### config.mk
export PLATFORM = sky130hd
export DESIGN_NAME = jt900h_muldiv
export DESIGN_NICKNAME = d
export VERILOG_FILES = /design/src/rtl/jt900h_muldiv.sv
export SDC_FILE = /design/constraint.sdc
export NUM_CORES = 1
export LEC_CHECK = 0
export BUFFER_PORTS_ARGS = -buffer_cell sky130_fd_sc_hd__clkbuf_2
export CORE_MARGIN = 2
export CORE_UTILIZATION = 35
export CTS_CLUSTER_DIAMETER = 100
export DETAILED_ROUTE_END_ITERATION = 8
export SLEW_MARGIN = 20
export SYNTH_ARGS = -nofsm -noshare
export SYNTH_HDL_FRONTEND = slang
export SYNTH_SLANG_ARGS = --single-unit
### constraint.sdc
create_clock -name clk -period 5.1 [get_ports clk]
set_input_delay 0.765 -clock clk [delete_from_list [all_inputs] [get_ports clk]]
set_output_delay 0.765 -clock clk [all_outputs]
set_load 0.01 [all_outputs]
### src/rtl/jt900h_muldiv.sv
// jt900h_muldiv: iterative shift-add multiply / restoring divide, one result bit per cen cycle.
// Define JT900H_MULDIV_EARLY_EN to let multiplies exit once the remaining multiplier bits are zero.
module jt900h_muldiv #(
  parameter int W = 16
) (
  input  logic           clk,
  input  logic           rst,
  input  logic           cen,
  input  logic           start,
  input  logic           div,
  input  logic           sgn,
  input  logic           bs,
  input  logic [2*W-1:0] op0,
  input  logic [W-1:0]   op1,
  output logic           busy,
  output logic           done,
  output logic           v,
  output logic [2*W-1:0] rslt
);
  localparam int H = W / 2;
  localparam int CW = $clog2(W);
`ifdef JT900H_MULDIV_EARLY_EN
  localparam bit EARLY = 1'b1;
`else
  localparam bit EARLY = 1'b0;
`endif
  typedef enum logic [1:0] {IDLE, PREP, ITER} st_t;
  st_t st_q, st_d;
  logic [CW-1:0] cnt_q, cnt_d;
  logic div_q, div_d, sgn_q, sgn_d, bs_q, bs_d, neg_q, neg_d, rneg_q, rneg_d;
  logic busy_q, busy_d, done_q, done_d, v_q, v_d;
  logic [2*W-1:0] a_q, a_d, acc_q, acc_d, sh_q, sh_d, rslt_q, rslt_d;
  logic [W-1:0] b_q, b_d, m_q, m_d;
  logic [W-1:0] mn, amag, bmag, dhi, tr, q, r, qf, rf, qlim;
  logic [2*W-1:0] m2, dmag, acc_n, src, p, res;
  logic [W:0] t;
  logic sa, sd, sb, dov, ge, ovf, fin;
  always_comb begin
    mn = bs_q ? {{H{1'b0}}, {H{1'b1}}} : '1;
    m2 = bs_q ? {{W{1'b0}}, {W{1'b1}}} : '1;
    sa = sgn_q & (bs_q ? a_q[H-1] : a_q[W-1]);
    sd = sgn_q & (bs_q ? a_q[W-1] : a_q[2*W-1]);
    sb = sgn_q & (bs_q ? b_q[H-1] : b_q[W-1]);
    amag = (sa ? -a_q[W-1:0] : a_q[W-1:0]) & mn;
    bmag = (sb ? -b_q : b_q) & mn;
    dmag = (sd ? -a_q : a_q) & m2;
    dhi = bs_q ? {{H{1'b0}}, dmag[W-1:H]} : dmag[2*W-1:W];
    dov = div_q & (bmag == '0 || dhi >= bmag);
    t = {acc_q[2*W-1:W], acc_q[W-1]};
    ge = t >= {1'b0, m_q};
    tr = ge ? t[W-1:0] - m_q : t[W-1:0];
    acc_n = div_q ? {tr, acc_q[W-2:0], ge} : acc_q + (m_q[0] ? sh_q : '0);
    // Sign fix-up and overflow check are applied on the exit edge so done lands at N+2
    src = st_q == ITER ? acc_n : '0;
    q = src[W-1:0] & mn;
    r = src[2*W-1:W] & mn;
    qlim = (mn >> 1) + W'(neg_q);
    qf = (neg_q ? -q : q) & mn;
    rf = (rneg_q ? -r : r) & mn;
    p = src & m2;
    ovf = st_q == PREP ? dov : div_q & sgn_q & (q > qlim);
    res = ovf ? a_q & m2 : !div_q ? (neg_q ? -p : p) & m2 :
          bs_q ? {{W{1'b0}}, rf[H-1:0], qf[H-1:0]} : {rf, qf};
    fin = st_q == PREP ? dov | (EARLY && !div_q && bmag == '0) :
          cnt_q == '0 || (EARLY && !div_q && m_q[W-1:1] == '0);
    st_d = st_q;
    cnt_d = cnt_q;
    div_d = div_q;
    sgn_d = sgn_q;
    bs_d = bs_q;
    a_d = a_q;
    b_d = b_q;
    neg_d = neg_q;
    rneg_d = rneg_q;
    acc_d = acc_q;
    sh_d = sh_q;
    m_d = m_q;
    busy_d = busy_q;
    done_d = 1'b0;
    v_d = v_q;
    rslt_d = rslt_q;
    if (st_q == IDLE && start) begin
      div_d = div;
      sgn_d = sgn;
      bs_d = bs;
      a_d = op0;
      b_d = op1;
      busy_d = 1'b1;
      st_d = PREP;
    end else if (st_q != IDLE && fin) begin
      st_d = IDLE;
      busy_d = 1'b0;
      done_d = 1'b1;
      v_d = ovf;
      rslt_d = res;
    end else if (st_q == PREP) begin
      st_d = ITER;
      cnt_d = CW'(bs_q ? H - 1 : W - 1);
      neg_d = div_q ? sd ^ sb : sa ^ sb;
      rneg_d = sd;
      acc_d = div_q ? {dhi, bs_q ? {dmag[H-1:0], {H{1'b0}}} : dmag[W-1:0]} : '0;
      sh_d = {{W{1'b0}}, amag};
      m_d = bmag;
    end else if (st_q == ITER) begin
      cnt_d = cnt_q - CW'(1);
      acc_d = acc_n;
      sh_d = sh_q << 1;
      m_d = div_q ? m_q : m_q >> 1;
    end
  end
  always_ff @(posedge clk) begin
    if (rst) begin
      st_q <= IDLE;
      cnt_q <= '0;
      div_q <= 1'b0;
      sgn_q <= 1'b0;
      bs_q <= 1'b0;
      a_q <= '0;
      b_q <= '0;
      neg_q <= 1'b0;
      rneg_q <= 1'b0;
      acc_q <= '0;
      sh_q <= '0;
      m_q <= '0;
      busy_q <= 1'b0;
      done_q <= 1'b0;
      v_q <= 1'b0;
      rslt_q <= '0;
    end else if (cen) begin
      st_q <= st_d;
      cnt_q <= cnt_d;
      div_q <= div_d;
      sgn_q <= sgn_d;
      bs_q <= bs_d;
      a_q <= a_d;
      b_q <= b_d;
      neg_q <= neg_d;
      rneg_q <= rneg_d;
      acc_q <= acc_d;
      sh_q <= sh_d;
      m_q <= m_d;
      busy_q <= busy_d;
      done_q <= done_d;
      v_q <= v_d;
      rslt_q <= rslt_d;
    end
  end
  assign busy = busy_q;
  assign done = done_q;
  assign v = v_q;
  assign rslt = rslt_q;
endmodule

== Word-level counts from Yosys, hierarchy flattened ==
Index checks and enable logic that the tools add are counted.
Word-level totals
  flip-flop bits (word level): 174
  memories kept: 0
  memory bits (read-only): 0
  latch bits: 0
  word-level logic and storage cells: 110
  bits in writable memories: 0
Cells by class
  reductions and logical operators: 17
  equal/unequal tests: 3
  div/mod/pow operators: 0
  bitwise logic cells: 20
  shifts and indexed selects: 0
  magnitude comparators: 3
  $add $sub $neg: 10
  muxes and demuxes: 41
  multiply operators: 0
Operator list (number)
  2-to-1 mux 32 bit: 14
  2-to-1 mux 16 bit: 11
  bitwise AND 32 bit: 4
  bitwise AND 16 bit: 6
  negation 16 bit: 4
  negation 32 bit: 2
  adder 32 bit: 1
  greater-or-equal comparator 17 x 16 -> 1 bit: 1
  adder 15 x 1 -> 16 bit: 1
  greater-or-equal comparator 16 bit: 1
  greater-than comparator 16 bit: 1
  zero test 16 bit: 1
  subtractor 16 bit: 1
  2-to-1 mux 4 bit: 3
  2-to-1 mux 1 bit: 10
  AND reduction 4 bit: 2
  bitwise AND 1 bit: 6
  2-to-1 mux 2 bit: 3
  AND reduction 2 bit: 3
  nonzero test 2 bit: 3
  AND reduction 5 bit: 1
  zero test 4 bit: 1
  subtractor 4 x 1 -> 4 bit (second input constant): 1
  AND reduction 3 bit: 1
  other kinds (9): 12

== Depth between registers and ports, before layout ==
  word-level depth: 12
  gate-level depth with buffers: 25
  gate-level depth less buffers: 23

== Least setup slack after synthesis ==
Ideal clock, no wire load.
  path type: reg2reg
  start: register a_q[0]
  end: register rslt_q[16] (netlist: rslt[16])
  arrival time: 4.713 ns
  library setup time: 0.128 ns
  stages on the path, launching flop included: 24
  path slack: 0.259 ns
  path through: dfxtp_1 clkbuf_1 inv_1 ha_1 or3b_2 or3_1 nor3_1 nand2_1 o31ai_1 xnor2_1 o21ai_0 ha_1 nand2b_1 a21o_1 a21o_1 a21oi_1 o21ai_0 a31oi_1 o211ai_1 a2bb2oi_2 buf_6 mux2_1 a22oi_1 nor2_1
Between the ends
  word-level cells in the longest chain between the ends: 10
  elaborated cells between the ends (all ways): 12
  classes of those cells: add/sub: 1; order compare: 1; mux: 5; bitwise: 2; reduce/logical: 3
RTL lines
  start, declared: RTL line 32  | logic [2*W-1:0] a_q, a_d, acc_q, acc_d, sh_q, sh_d, rslt_q, rslt_d;
  start signal, assigned: RTL line 118  | a_q <= '0;
  start signal, assigned: RTL line 135  | a_q <= a_d;
  negation 32 bit *: RTL line 46  | dmag = (sd ? -a_q : a_q) & m2;
  2-to-1 mux 32 bit *: RTL line 46
  bitwise AND 32 bit *: RTL line 46
  2-to-1 mux 16 bit *: RTL line 47  | dhi = bs_q ? {{H{1'b0}}, dmag[W-1:H]} : dmag[2*W-1:W];
  greater-or-equal comparator 16 bit *: RTL line 48  | dov = div_q & (bmag == '0 || dhi >= bmag);
  logical OR 1 bit *: RTL line 48
  bitwise AND 1 bit *: RTL line 48
  2-to-1 mux 1 bit: RTL line 64  | fin = st_q == PREP ? dov | (EARLY && !div_q && bmag == '0) :
  logical AND 1 bit: RTL line 90  | end else if (st_q != IDLE && fin) begin
  AND reduction 3 bit (no source line)
  end signal, assigned: RTL line 145  | rslt_q <= rslt_d;
  end, declared: RTL line 32
Every way passes the cells marked *; elsewhere a longest branch is shown, timed or not.
A chain may end at the register's enable or synchronous reset.

== Worst setup path in the final report ==
  start: register m_q[0]
  end: register rslt_q[24] (netlist: rslt[24])
Between the ends
  word-level cells in the longest chain between the ends: 11
  elaborated cells between the ends (all ways): 22
  classes of those cells: add/sub: 4; order compare: 2; mux: 10; bitwise: 6
RTL lines
  start, declared: RTL line 33  | logic [W-1:0] b_q, b_d, m_q, m_d;
  start signal, assigned: RTL line 141  | m_q <= m_d;
  2-to-1 mux 32 bit, or another cell as far along: RTL line 52  | acc_n = div_q ? {tr, acc_q[W-2:0], ge} : acc_q + (m_q[0] ? sh_q : '0);
  adder 32 bit or 2-to-1 mux 16 bit (tied branches): RTL line 52, 51
  2-to-1 mux 32 bit *: RTL line 52
  2-to-1 mux 32 bit *: RTL line 54  | src = st_q == ITER ? acc_n : '0;
  bitwise AND 16 bit: RTL line 56  | r = src[2*W-1:W] & mn;
  negation 16 bit: RTL line 59  | rf = (rneg_q ? -r : r) & mn;
  2-to-1 mux 16 bit: RTL line 59
  bitwise AND 16 bit: RTL line 59
  2-to-1 mux 32 bit: RTL line 63  | bs_q ? {{W{1'b0}}, rf[H-1:0], qf[H-1:0]} : {rf, qf};
  2-to-1 mux 32 bit: RTL line 62  | res = ovf ? a_q & m2 : !div_q ? (neg_q ? -p : p) & m2 :
  2-to-1 mux 32 bit *: RTL line 62
Marked as above.

==> run summary <==
## Power
- Leakage: 7.00 nW
- total power of the final layout: 0.00417 W
- worst-case vdd ir drop: 0.202 mV
- total power per unit cell area: 232 mW/mm^2

## STA
- worst max-slew margin expressed relative to the limit: 33.7%
- post-layout min period: 4.98 ns
- Tightest Pin Transition: 0.994 ns
- Period Utilization, post-route: 97.6%
- fin. max-slew vios: 0
- Worst Slack Setup Final: 0.121 ns
- achievable frequency: 0.201 GHz
- Final setup violation count: 0
- worst-case clock skew: 0.0148 ns
- Final Hold Vio Count: 0

## Synthesis
- Avg Cell Area, Syn: 7.21 um^2
- commonest cells in the netlist: sky130_fd_sc_hd__nand2_1 (293), sky130_fd_sc_hd__nor2_1 (209), sky130_fd_sc_hd__a21oi_1 (200), sky130_fd_sc_hd__dfxtp_1 (174)
- number of synthesized flops with an enable pin: 0
- part of the Yosys area used for sequential elements: 22.7%
- Cell variety after synth: 108
- post-synthesis async set-or-reset flop share: 0%
- syn nets: 2,275
- area share of the largest cell type after synthesis: 22.7%
- number of storage elements in the synthesis netlist: 174
- leading register cell type out of synthesis: sky130_fd_sc_hd__dfxtp_1
- most area-hungry cell type in the Yosys netlist: sky130_fd_sc_hd__dfxtp_1
- count of mapped cells out of synthesis: 2,128
- top cells by area, synth: sky130_fd_sc_hd__dfxtp_1 (23%), sky130_fd_sc_hd__ha_1 (7.3%), sky130_fd_sc_hd__nand2_1 (7.2%)
- number of warnings issued by yosys: 0
- most frequent cell after synthesis: sky130_fd_sc_hd__nand2_1
- Netlist Area Pre-Place: 0.0153 mm^2

## Clocking
- total clock sinks: 174
- CTS clock-pin slew for the worst setup and hold paths: 0.08 ns
- clock root buffer: sky130_fd_sc_hd__clkbuf_16
- clock latency at the later pin of the worst-skew pair: 0.46 ns
- number of buffers created by CTS: 17
- maximum level of the CTS H-tree: 4
- number of buffers on the longest clock path: 2
- clock tree from TritonCTS: built

## Die
- Core Rows: 76
- ports placed on the boundary: 90
- chip width: 213 um
- initial core utilization: 35.5%
- Die Ht: 213 um
- DIE AREA: 0.0455 mm^2
- area of the core region: 0.0432 mm^2

## Setup path
- startpoint class of the critical path: flop
- Worst Reg-to-Reg Cells: 19
- r2r endpoint: rslt[24]
- arrival time worst endpoint: 5.30 ns
- required time at the endpoint of the critical path: 5.42 ns
- highest fanout seen on the critical path: 14
- kind of critical path: reg2reg
- Worst Setup End Kind: flop
- beginning of the worst register-to-register path: m_q[0]
- reg-to-reg slack, setup: 0.12 ns

## Final layout
- Fillers: 4,531
- ratio of cells with drive above 1 in the final layout: 17.9%
- synth-to-layout area growth: 16.8%
- number of nets in the final layout: 2,373
- register area: 0.00349 mm^2
- multi-input logic area: 0.0112 mm^2

## Drt
- Pre-antenna DRT Iters: 6
- routed vias/inst: 5.95
- Routed Antenna Nets: 0
- total length of routed wires: 62.8 mm
- total number of vias: 16,821
- count of routing violations after the opening detailed-route iteration: 1,947
- post-route DRC violation count: 0
- average wire length per cell after detail routing: 22.2 um

## GRT
- initial antenna violation count: 1
- vias in the first global route: 15,622
- pin count of the biggest net entering global routing: 78
- global-route wire length before repair: 94.2 mm
- remaining global-route overflow: 0
- gr usage total: 27.0%

## Worst hold path
- class of the worst hold path: reg2reg
- Worst Hold End: sh_q[31]
- startpoint of the lowest-slack hold path: sh_q[31]
- worst hold path cell count: 2

## Place
- Place WS: -0.213 ns
- placer congestion estimate: 0.974
- count of port buffers added during placement: 89
- detailed placer's ending HPWL: 48.3 mm

## Run status
- outcome: finished clean

## Job
- Max Cap Violations: 0

flip-flops by register name, indices dropped and copies added, names as in the netlist:
name,flops
a_q,32
acc_q,32
rslt,32
sh_q,32
b_q,16
m_q,16
cnt_q,4
st_q,2
bs_q,1
busy,1
div_q,1
done,1
neg_q,1
rneg_q,1
sgn_q,1
v,1
cell families (layout without fill, tap and decap cells):
kind of cell	count (synthesis)	count (layout)	synth area share, %
AO/OA/AOI/OAI	669	669	29.4
AND/OR/NAND/NOR	843	845	26.3
buffers and inverters	221	330	6.30
XOR/XNOR	99	99	5.65
flip-flops	174	174	22.7
adder cells (fa/ha/maj)	92	92	7.60
multiplexers	30	30	2.05
other	0	1	0
routing by layer:
metal	share of wire (%)	global-route usage (%)	vias to the layer above
met5	0.019	0	-
met4	3.0	8.48	2
met3	8.2	4.51	112
met2	45	42.1	713
met1	44	38.0	8039
li1	-	-	7955
layout by cell type, fill, tap and decap left out, types with 18 or more instances in the layout:
cell and count:
sky130_fd_sc_hd__a211oi_1 34, sky130_fd_sc_hd__a21o_1 31, sky130_fd_sc_hd__a21oi_1 191, sky130_fd_sc_hd__a221oi_1 19, sky130_fd_sc_hd__a31oi_1 20, sky130_fd_sc_hd__and2_1 46, sky130_fd_sc_hd__buf_4 132, sky130_fd_sc_hd__clkbuf_2 88
sky130_fd_sc_hd__dfxtp_1 171, sky130_fd_sc_hd__ha_1 78, sky130_fd_sc_hd__inv_1 57, sky130_fd_sc_hd__mux2i_1 18, sky130_fd_sc_hd__nand2_1 293, sky130_fd_sc_hd__nand3_1 60, sky130_fd_sc_hd__nand4_1 22, sky130_fd_sc_hd__nor2_1 206
sky130_fd_sc_hd__nor3_1 62, sky130_fd_sc_hd__o211ai_1 43, sky130_fd_sc_hd__o21ai_0 98, sky130_fd_sc_hd__o21ai_1 31, sky130_fd_sc_hd__or3_1 18, sky130_fd_sc_hd__xnor2_1 57, sky130_fd_sc_hd__xor2_1 40
power by group:
| group | internal (W) | switching [W] | leakage (nW) | total, W |
|---|---|---|---|---|
| logic | 0.000479 | 0.000830 | 5.29 | 0.00131 |
| registers | 0.00140 | 0.0000558 | 1.41 | 0.00146 |
| clock network | 0.000671 | 0.000726 | 0.298 | 0.00140 |
| total | 0.00255 | 0.00161 | 7.00 | 0.00417 |
repair_timing:
| item | in CTS | in global routing |
|---|---|---|
| setup buffers | 2 | 13 |
| pin swaps | 3 | 14 |
| resized for setup | 4 | 60 |
| gates cloned | 1 | 2 |
| endpoints found under the setup margin | 112 | 120 |
| hold buffers | 0 | 0 |
area by class of cell:
class | count | area share [%]
repair inverters | 1 | 0.0279
clock inverters | 15 | 1.07
clock buffers | 17 | 2.37
multi-input cells | 1735 | 62.3
well taps | 585 | 4.08
diodes | 1 | 0.0140
repair buffers | 234 | 9.35
flip-flops and latches | 174 | 19.5
inverters | 63 | 1.34
how the worst max path moves through the flow:
stage / start / end / slack [ns]
2_1_floorplan: a_q[0] / rslt[16] / 0.26
4_1_cts: a_q[1] / m_q[15] / 0.008
3_5_place_dp: a_q[1] / acc_q[17] / -0.21
3_3_place_gp: a_q[1] / acc_q[17] / 0.004
5_1_grt: m_q[0] / rslt[19] / -0.02
6_report: m_q[0] / rslt[24] / 0.12
critical path, stage by stage, from the launching register on:
cell,delay (ns)
sky130_fd_sc_hd__dfxtp_2,0.33
sky130_fd_sc_hd__buf_12,0.14
sky130_fd_sc_hd__buf_4,0.18
sky130_fd_sc_hd__buf_4,0.15
sky130_fd_sc_hd__and2_1,0.13
sky130_fd_sc_hd__ha_1,0.42
sky130_fd_sc_hd__and4_1,0.31
sky130_fd_sc_hd__nand4_1,0.11
sky130_fd_sc_hd__a211o_1,0.35
sky130_fd_sc_hd__and3_1,0.27
sky130_fd_sc_hd__a211o_1,0.30
sky130_fd_sc_hd__nor3_1,0.33
sky130_fd_sc_hd__buf_4,0.21
sky130_fd_sc_hd__nand3_1,0.16
sky130_fd_sc_hd__or4_4,0.48
sky130_fd_sc_hd__a21oi_1,0.31
sky130_fd_sc_hd__o21ai_0,0.15
sky130_fd_sc_hd__xor2_1,0.26
sky130_fd_sc_hd__buf_4,0.18
sky130_fd_sc_hd__o22ai_1,0.06
through the flow:
stage | setup TNS [ns] | cells | utilization (%) | hold slack [ns] | instance area, um^2
2_1_floorplan | 0 | 2128 | - | 0.432 | 15300
3_3_place_gp | 0 | 2774 | 39.1 | 0.440 | 16900
3_5_place_dp | -8.55 | 2774 | 39.1 | 0.445 | 16900
4_1_cts | 0 | 2809 | 40.6 | 0.456 | 17500
5_1_grt | -0.0544 | 2824 | 41.5 | 0.497 | 17900
6_report | 0 | 2825 | 41.5 | 0.458 | 17900
No activity file was read; power rests on OpenSTA's default activity.
